$ cat src/rtl/int_pkg.sv
// ----------------------------------------------------------------------------
// int_pkg
// Shared types and constants for the interrupt controller.
//   state_e       : request/acknowledge/return handshake states
//   LOST_MAX      : saturation ceiling of the lost-edge counter
//   sat_add_lost  : saturating add used by the lost-edge counter
// ----------------------------------------------------------------------------
package int_pkg;

    typedef enum logic [1:0] {
        IDLE    = 2'd0,
        REQ     = 2'd1,
        SERVICE = 2'd2
    } state_e;

    localparam logic [7:0] LOST_MAX = 8'd255;

    // Adds up to 31 new lost edges to the counter and clamps at LOST_MAX.
    function automatic logic [7:0] sat_add_lost(input logic [7:0] cnt,
                                                input logic [4:0] inc);
        logic [8:0] sum;
        sum = {1'b0, cnt} + {4'b0000, inc};
        return (sum > {1'b0, LOST_MAX}) ? LOST_MAX : sum[7:0];
    endfunction

endpackage

$ cat src/rtl/int_prio_enc.sv
// ----------------------------------------------------------------------------
// int_prio_enc
// Fixed-priority encoder: the lowest set bit of the candidate vector wins.
// Purely combinational.
//   cand  in  NSRC : candidate sources (pending and not masked)
//   valid out 1    : at least one candidate is set
//   idx   out IDW  : index of the lowest set candidate (0 when none)
// ----------------------------------------------------------------------------
module int_prio_enc #(
    parameter int NSRC = 4,
    parameter int IDW  = $clog2(NSRC)
) (
    input  logic [NSRC-1:0] cand,
    output logic            valid,
    output logic [IDW-1:0]  idx
);

    // NOTE: every output of a combinational block gets a default before any
    // conditional assignment, otherwise synthesis infers a latch.
    always_comb begin
        valid = |cand;
        idx   = '0;
        // Scan from the top down so the lowest set index is the last write.
        for (int i = NSRC - 1; i >= 0; i--) begin
            if (cand[i]) begin
                idx = IDW'(i);
            end
        end
    end

endmodule

$ cat src/rtl/int_ctrl.sv
// ----------------------------------------------------------------------------
// int_ctrl
// Interrupt controller for the risc core. Edge-detects peripheral requests,
// latches them as pending, gates them with a software mask, selects one by
// fixed priority (lowest index first) and runs the INT / ack / done handshake.
//   clk         in  1    : rising-edge clock
//   rst         in  1    : synchronous active-high reset
//   irq_in      in  NSRC : source request lines, a rising edge requests
//   mask_we     in  1    : mask write strobe
//   mask_wdata  in  NSRC : new mask value (1 = masked)
//   int_ack     in  1    : core has taken the interrupt (honoured in REQ only)
//   int_done    in  1    : core returned from the ISR (honoured in SERVICE only)
//   INT         out 1    : interrupt request to the core
//   int_id      out IDW  : index of the requested / in-service source
//   int_active  out 1    : ISR in service
//   pending     out NSRC : pending register
//   mask        out NSRC : mask register
//   lost_cnt    out 8    : saturating count of edges on already-pending sources
// All outputs come straight from flops.
// ----------------------------------------------------------------------------
module int_ctrl
    import int_pkg::*;
#(
    parameter int              NSRC     = 4,
    parameter int              IDW      = $clog2(NSRC),
    parameter logic [NSRC-1:0] MASK_RST = '0
) (
    input  logic            clk,
    input  logic            rst,
    input  logic [NSRC-1:0] irq_in,
    input  logic            mask_we,
    input  logic [NSRC-1:0] mask_wdata,
    input  logic            int_ack,
    input  logic            int_done,
    output logic            INT,
    output logic [IDW-1:0]  int_id,
    output logic            int_active,
    output logic [NSRC-1:0] pending,
    output logic [NSRC-1:0] mask,
    output logic [7:0]      lost_cnt
);

    // ------------------------------------------------------------------------
    // State
    // ------------------------------------------------------------------------
    logic [NSRC-1:0] irq_prev_q, irq_prev_d;
    logic [NSRC-1:0] pending_q,  pending_d;
    logic [NSRC-1:0] mask_q,     mask_d;
    logic [7:0]      lost_q,     lost_d;
    state_e          state_q,    state_d;
    logic [IDW-1:0]  id_q,       id_d;
    logic            int_q,      int_d;
    logic            active_q,   active_d;

    // ------------------------------------------------------------------------
    // Combinational helpers
    // ------------------------------------------------------------------------
    logic [NSRC-1:0] rise;
    logic [NSRC-1:0] cand;
    logic [NSRC-1:0] clr_vec;
    logic [NSRC-1:0] lost_hits;
    logic [4:0]      lost_inc;
    logic            ack_take;
    logic            enc_valid;
    logic [IDW-1:0]  enc_idx;

    int_prio_enc #(
        .NSRC (NSRC),
        .IDW  (IDW)
    ) u_prio_enc (
        .cand  (cand),
        .valid (enc_valid),
        .idx   (enc_idx)
    );

    // Edge detect, pending register, mask register and lost counter.
    always_comb begin
        irq_prev_d = irq_in;
        rise       = irq_in & ~irq_prev_q;
        cand       = pending_q & ~mask_q;

        ack_take = (state_q == REQ) && int_ack;
        clr_vec  = '0;
        if (ack_take) begin
            clr_vec[id_q] = 1'b1;
        end

        // Set wins over the ack-clear: a new edge on the bit being cleared
        // leaves it pending and is not a lost edge, since the old request
        // has just been consumed by the core.
        pending_d = (pending_q & ~clr_vec) | rise;
        lost_hits = rise & pending_q & ~clr_vec;

        lost_inc = '0;
        for (int i = 0; i < NSRC; i++) begin
            lost_inc = lost_inc + 5'(lost_hits[i]);
        end
        lost_d = sat_add_lost(lost_q, lost_inc);

        mask_d = mask_we ? mask_wdata : mask_q;
    end

    // Handshake FSM: next state and registered outputs.
    always_comb begin
        state_d = state_q;
        id_d    = id_q;
        unique case (state_q)
            IDLE: begin
                if (enc_valid) begin
                    state_d = REQ;
                    id_d    = enc_idx;
                end
            end
            // The request is held until acknowledged; masking the source
            // afterwards does not withdraw it.
            REQ: begin
                if (int_ack) begin
                    state_d = SERVICE;
                end
            end
            SERVICE: begin
                if (int_done) begin
                    state_d = IDLE;
                end
            end
            // Unused encoding recovers to IDLE.
            default: state_d = IDLE;
        endcase

        // Outputs are decoded from the next state so they appear as flops.
        int_d    = (state_d == REQ);
        active_d = (state_d == SERVICE);
    end

    // NOTE: sequential state is updated with non-blocking assignments so all
    // flops sample their _d values from the same pre-edge snapshot.
    always_ff @(posedge clk) begin
        if (rst) begin
            irq_prev_q <= '0;
            pending_q  <= '0;
            mask_q     <= MASK_RST;
            lost_q     <= '0;
            state_q    <= IDLE;
            id_q       <= '0;
            int_q      <= 1'b0;
            active_q   <= 1'b0;
        end else begin
            irq_prev_q <= irq_prev_d;
            pending_q  <= pending_d;
            mask_q     <= mask_d;
            lost_q     <= lost_d;
            state_q    <= state_d;
            id_q       <= id_d;
            int_q      <= int_d;
            active_q   <= active_d;
        end
    end

    assign INT        = int_q;
    assign int_id     = id_q;
    assign int_active = active_q;
    assign pending    = pending_q;
    assign mask       = mask_q;
    assign lost_cnt   = lost_q;

endmodule

$ cat config.mk
export PLATFORM = sky130hd
export DESIGN_NAME = int_ctrl
export DESIGN_NICKNAME = d
export VERILOG_FILES = /design/src/rtl/int_pkg.sv /design/src/rtl/int_prio_enc.sv /design/src/rtl/int_ctrl.sv
export SDC_FILE = /design/constraint.sdc
export NUM_CORES = 1
export LEC_CHECK = 0
export BUFFER_PORTS_ARGS = -buffer_cell sky130_fd_sc_hd__buf_2
export CAP_MARGIN = 25
export CORE_UTILIZATION = 54
export CTS_CLUSTER_DIAMETER = 150
export DETAILED_ROUTE_END_ITERATION = 7
export PLACE_DENSITY = 0.88
export SYNTH_ARGS = -nofsm -noshare
export SYNTH_HDL_FRONTEND = slang
export SYNTH_SLANG_ARGS = --single-unit
$ cat constraint.sdc
create_clock -name clk -period 4.99 [get_ports clk]
set_input_delay 0.998 -clock clk [delete_from_list [all_inputs] [get_ports clk]]
set_output_delay 0.998 -clock clk [all_outputs]
set_load 0.01 [all_outputs]
; ---- Word level (Yosys, flattened, before mapping)
; Cells that the tools add are included.
[classes]
addsub = 4
n_mul = 0
n_div = 0
order_cmp = 3
eq_ne = 4
shifts = 0
mux = 12
n_bitwise = 9
reduce_logical = 5
[op_table]
columns = op, count
row1 = $and A4 B4 Y4, 5
row2 = $mux W2, 7
row3 = $not A4 Y4, 3
row4 = $add A8 B4 Y9, 1
row5 = $gt A9 B8 Y1 const B, 1
row6 = $mux W8, 1
row7 = $pmux W2 S3, 1
row8 = $add A3 B1 Y4, 1
row9 = $eq A2 B1 Y1 const B, 2
row10 = $eq A2 B2 Y1 const B, 2
row11 = $mux W4, 1
row12 = $or A4 B4 Y4, 1
row13 = $reduce_or A4 Y1, 1
row14 = $add A2 B1 Y3, 1
row15 = $lt A2 B3 Y1 const B, 1
row16 = $add A1 B1 Y2, 1
row17 = $demux W1 S2, 1
row18 = $ge A2 B1 Y1 const B, 1
row19 = $logic_and A1 B1 Y1, 2
row20 = $logic_not A2 Y1, 1
row21 = $reduce_and A2 Y1, 1
row22 = $mux W1, 1
[totals]
reg_bits = 26
latchBits = 0
ramBits = 0
rom_bits = 0
inputBits = 13
wordCells = 45
memories = 0

; ---- Logic depth before layout (Yosys ltp)
[logic_depth]
word_depth = 13
depth_mapped = 11
mapped_depth_nobuf = 11

; ---- Hierarchy
; A second synthesis with hierarchy kept.
[unflattened]
hier_cells = 124
hier_area_um2 = 1137.3
[modules_own_cells]
columns = module, instances, cells_each, area_per_inst_um2
row1 = int_ctrl, 1, 117, 1102.3
row2 = int_prio_enc, 1, 7, 35.0

; ---- Least setup slack after synthesis
; No wires, ideal clock.
[synth_path]
path_kind = input to register
from = input int_ack
to = register lost_q[0] (netlist: lost_cnt[0])
arrival_time_ps = 3139
required_ps = 4924
setup_slack_ps = 1785
path_stages = 10
path_buffers = 0
cell_sequence = nand2_1 o41ai_1 or2_1 fa_1 fa_1 inv_1 fa_1 nand2_1 or3_4 a21oi_2
[synth_between]
elab_chain_cells = 10
[synth_rtl]
columns = item, line_no
row1 = from (decl), int_ctrl.sv:33  ; input logic int_ack,
row2 = $logic_and A1 B1 Y1 (*), int_ctrl.sv:82  ; ack_take = (state_q == REQ) && int_ack;
row3 = $mux W4 (*), int_ctrl.sv:84  ; if (ack_take) begin
row4 = $not A4 Y4 (*), int_ctrl.sv:92  ; lost_hits = rise & pending_q & ~clr_vec;
row5 = $and A4 B4 Y4 (*), int_ctrl.sv:92
row6 = $add A1 B1 Y2, int_ctrl.sv:96  ; lost_inc = lost_inc + 5'(lost_hits[i]);
row7 = $add A2 B1 Y3, int_ctrl.sv:96
row8 = $add A3 B1 Y4 (*), int_ctrl.sv:96
row9 = $add A8 B4 Y9 (*), int_pkg.sv:22  ; sum = {1'b0, cnt} + {4'b0000, inc};
row10 = $gt A9 B8 Y1, int_pkg.sv:23  ; return (sum > {1'b0, LOST_MAX}) ? LOST_MAX : sum[7:0];
row11 = $mux W8 (*), int_pkg.sv:23
row12 = to (signal assigned), int_ctrl.sv:151  ; lost_q <= lost_d;
row13 = to (decl), int_ctrl.sv:49  ; logic [7:0] lost_q, lost_d;
; Mark *: on every way between the ends. The rest lies on a longest branch, timed or not.
; A chain may end at the register's enable or synchronous reset.

; ---- Final worst setup path
; Ends and elaborated chain as after synthesis.

==> results.cfg <==
[worst_setup_path]
cp.required_ps = 5240
crit_buf_inv = 2
r2r.worst_path.cells = 10
critical-path-top-delay-family = adder cells
startpoint_type = input pin
rr_startpoint = int_id[1]$_SDFFE_PP0P_
max_stage_delay_ps = 430
worst_setup_path_end_kind = flip-flop
crit_chain = buf_2 -> nand2_1 -> o41ai_1 -> or2_1 -> fa_1 -> fa_1 -> inv_1 -> fa_1 -> nand2_1 -> or3_4 -> a21oi_2
arrival_ps = 3500
path_max_fanout = 4
worst_path_max_delay_cell = fa_1
path_class = in -> reg
r2r_end = lost_cnt[0]$_SDFF_PP0_
r2r_setup_slack_ps = 2020
cp_common_cell = fa_1

[clock_tree]
cts_buffer_depth = 2
hold_buffers = 0
cts.clk_slew.worst_paths_ps = 120
cts_setup_buffers = 0
clockRootBuffer = clkbuf_4
cts_sinks = 26
h-tree-depth = 1
cts_resized = 0
clk_latency_ps = 310
numCtsBuffers = 3
cts_tree = yes

[logic_synthesis]
ys.flop_type = dfxtp_1
yosysWarningCount = 0
synth.largest_area_cell = dfxtp_1
synthCells = 122
ys_top_cells_by_count = dfxtp_1 (26), nor2_1 (13), a21oi_1 (10)
yosysMostFrequentCell = dfxtp_1
ys_async_sr_fraction = 0
syn_avg_cell_area_um2 = 9.49
synth_cell_types = 35
synth-edff-count = 0
syn_nets = 139
synth_area_leaders = dfxtp_1 (45%), fa_1 (5.2%), nand2b_1 (4.9%), a21oi_1 (4.3%), mux2i_1 (4.3%)
syn_area_mm2 = 0.00116
netlist.area_leader.share = 0.450
ys_seq_area_frac = 0.450
synth_seq_cells = 26

[final_layout]
syn2layout_area_growth_pct = 17.3
drive_above_1_share = 0.288
final_cell_count_no_fill = 180
layout.nets = 172
final_cell_area_mm2 = 0.00136
post-route-util = 0.685
diodes = 0

[die]
die_area_mm2 = 0.00233
rows = 16
start_util = 0.584
coreArea_mm2 = 0.00198
dieHeight_um = 48.3
dieWidth_um = 48.3
pin_count = 33

[sta]
fin_tns_setup_ps = 0
slew_headroom = 0.690
fin_crit_sh = 0.651
maxSlewViolCount = 0
worst_hold_slack_ps = 525
rsz0062_at_grt = no
finalHoldViolations = 0
setup-violations-final = 0
fin_skew_ps = 0.932
tightest_slew_ps = 464
period_needed_ps = 3250
fmax_mhz = 308

[global_routing]
grt_pass1_wl_um = 3280
grt-ovfl-total = 0
antenna_found_initial = 0
grt_pass1_vias = 799
grt_max_degree = 28
grt_use_total = 0.206

[route]
remaining_drc_errors = 0
wl_met1_um = 980
route.top_layer_used = met4
avgRoutedWirePerCell_um = 12.0
viasPerCell = 5.21
num_vias = 937
detail-route-antenna-nets = 0
routed_wl_um = 2160
drtIter0Drc = 15
route.met3.wl_um = 100
met2WireLength_um = 1060
first_pass_iters = 4

[run_status]
run_status = finished clean

[place]
placed_cell_area_mm2 = 0.00134
place_hpwl_um = 1700
gp_congestion = 0.785
dp_cells = 177
io_buffers = 32

[worst_hold_path]
holdPathEnd = pending[3]$_SDFF_PP0_
worstHoldStart = irq_prev_q[3]$_SDFF_PP0_
min_path_type = reg -> reg
holdPathStages = 2

[pwr]
power.density_mw_per_mm2 = 289
peakVddDrop_uv = 205
p_leak_nw = 0.607

[run]
maxCapViolations = 0
==> report_power, final <==
part / internal, mW / switching [mW]
sequential: 0.223 / 0.0126
clock: 0.0282 / 0.0555
combinational: 0.0332 / 0.0396
total: 0.284 / 0.108
==> registers in the layout, summed over array words and instances, names as in the netlist <==
signal / cells
int_active: 1
pending: 4
lost_cnt: 8
state_q: 2
mask: 4
irq_prev_q: 4
int_id: 2
INT: 1
==> stage by stage <==
| step | power, mW | setup slack (ps) |
|---|---|---|
| finish | 0.392 | 1740 |
| global route | 0.414 | 1550 |
| CTS | 0.394 | 1730 |
| detailed placement | 0.314 | 1420 |
| global placement | 0.310 | 1540 |
| floorplan | 0.288 | 1780 |
==> cell type report <==
cell class	count	area [um2]
Clock buffer	3	22.5
Fill cell	155	624
Inverter	7	26.3
Multi-Input combinational cell	85	594
Sequential cell	26	520
Tap cell	27	33.8
Timing Repair Buffer	32	160
==> worst max path at each step <==
| stage | depth (start not counted) | slack, ps | endpoint | start |
|---|---|---|---|---|
| final | 11 | 1740 | lost_cnt[0]$_SDFF_PP0_ | int_ack |
| after global routing | 12 | 1550 | lost_cnt[6]$_SDFF_PP0_ | int_ack |
| after CTS | 11 | 1730 | lost_cnt[0]$_SDFF_PP0_ | int_ack |
| after detailed placement | 11 | 1420 | lost_cnt[1]$_SDFF_PP0_ | int_ack |
| after global placement | 11 | 1540 | lost_cnt[1]$_SDFF_PP0_ | int_ack |
| after floorplan | 10 | 1780 | lost_cnt[0]$_SDFF_PP0_ | int_ack |
==> metal layers <==
layer  GRT usage  vias up
met4      0.0667        0
met3      0.0556        2
met2       0.341       26
met1       0.260      432
met5           0        -
li1            -      477
==> worst min-delay path, cell delays in order (launching register included) <==
cell and delay [ps]:
dfxtp_1 320, nand2b_1 110, a21oi_1 60
==> cell families after synthesis <==
group	count (synthesis)	share of synthesized area
AO/OA/AOI/OAI	26	0.155
XOR/XNOR	2	0.0151
adder cells (fa/ha/maj)	4	0.0627
buffers and inverters	11	0.0367
flip-flops	26	0.450
multiplexers	5	0.0432
AND/OR/NAND/NOR	48	0.238
==> layout by cell type (no fill, tap or decap), types with 2 or more instances in the layout <==
master / instances
xnor2_1: 2
o41ai_1: 2
mux2i_1: 5
or2_1: 4
inv_1: 6
o21ai_1: 2
clkbuf_4: 3
a211oi_1: 2
buf_2: 32
dfxtp_1: 26
nand2_1: 6
nand2b_1: 9
nor2b_1: 5
nor2_1: 13
o21ai_0: 3
a21oi_1: 10
a21oi_2: 2
a2111oi_1: 2
fa_1: 3
(Power assumes the default switching activity.)
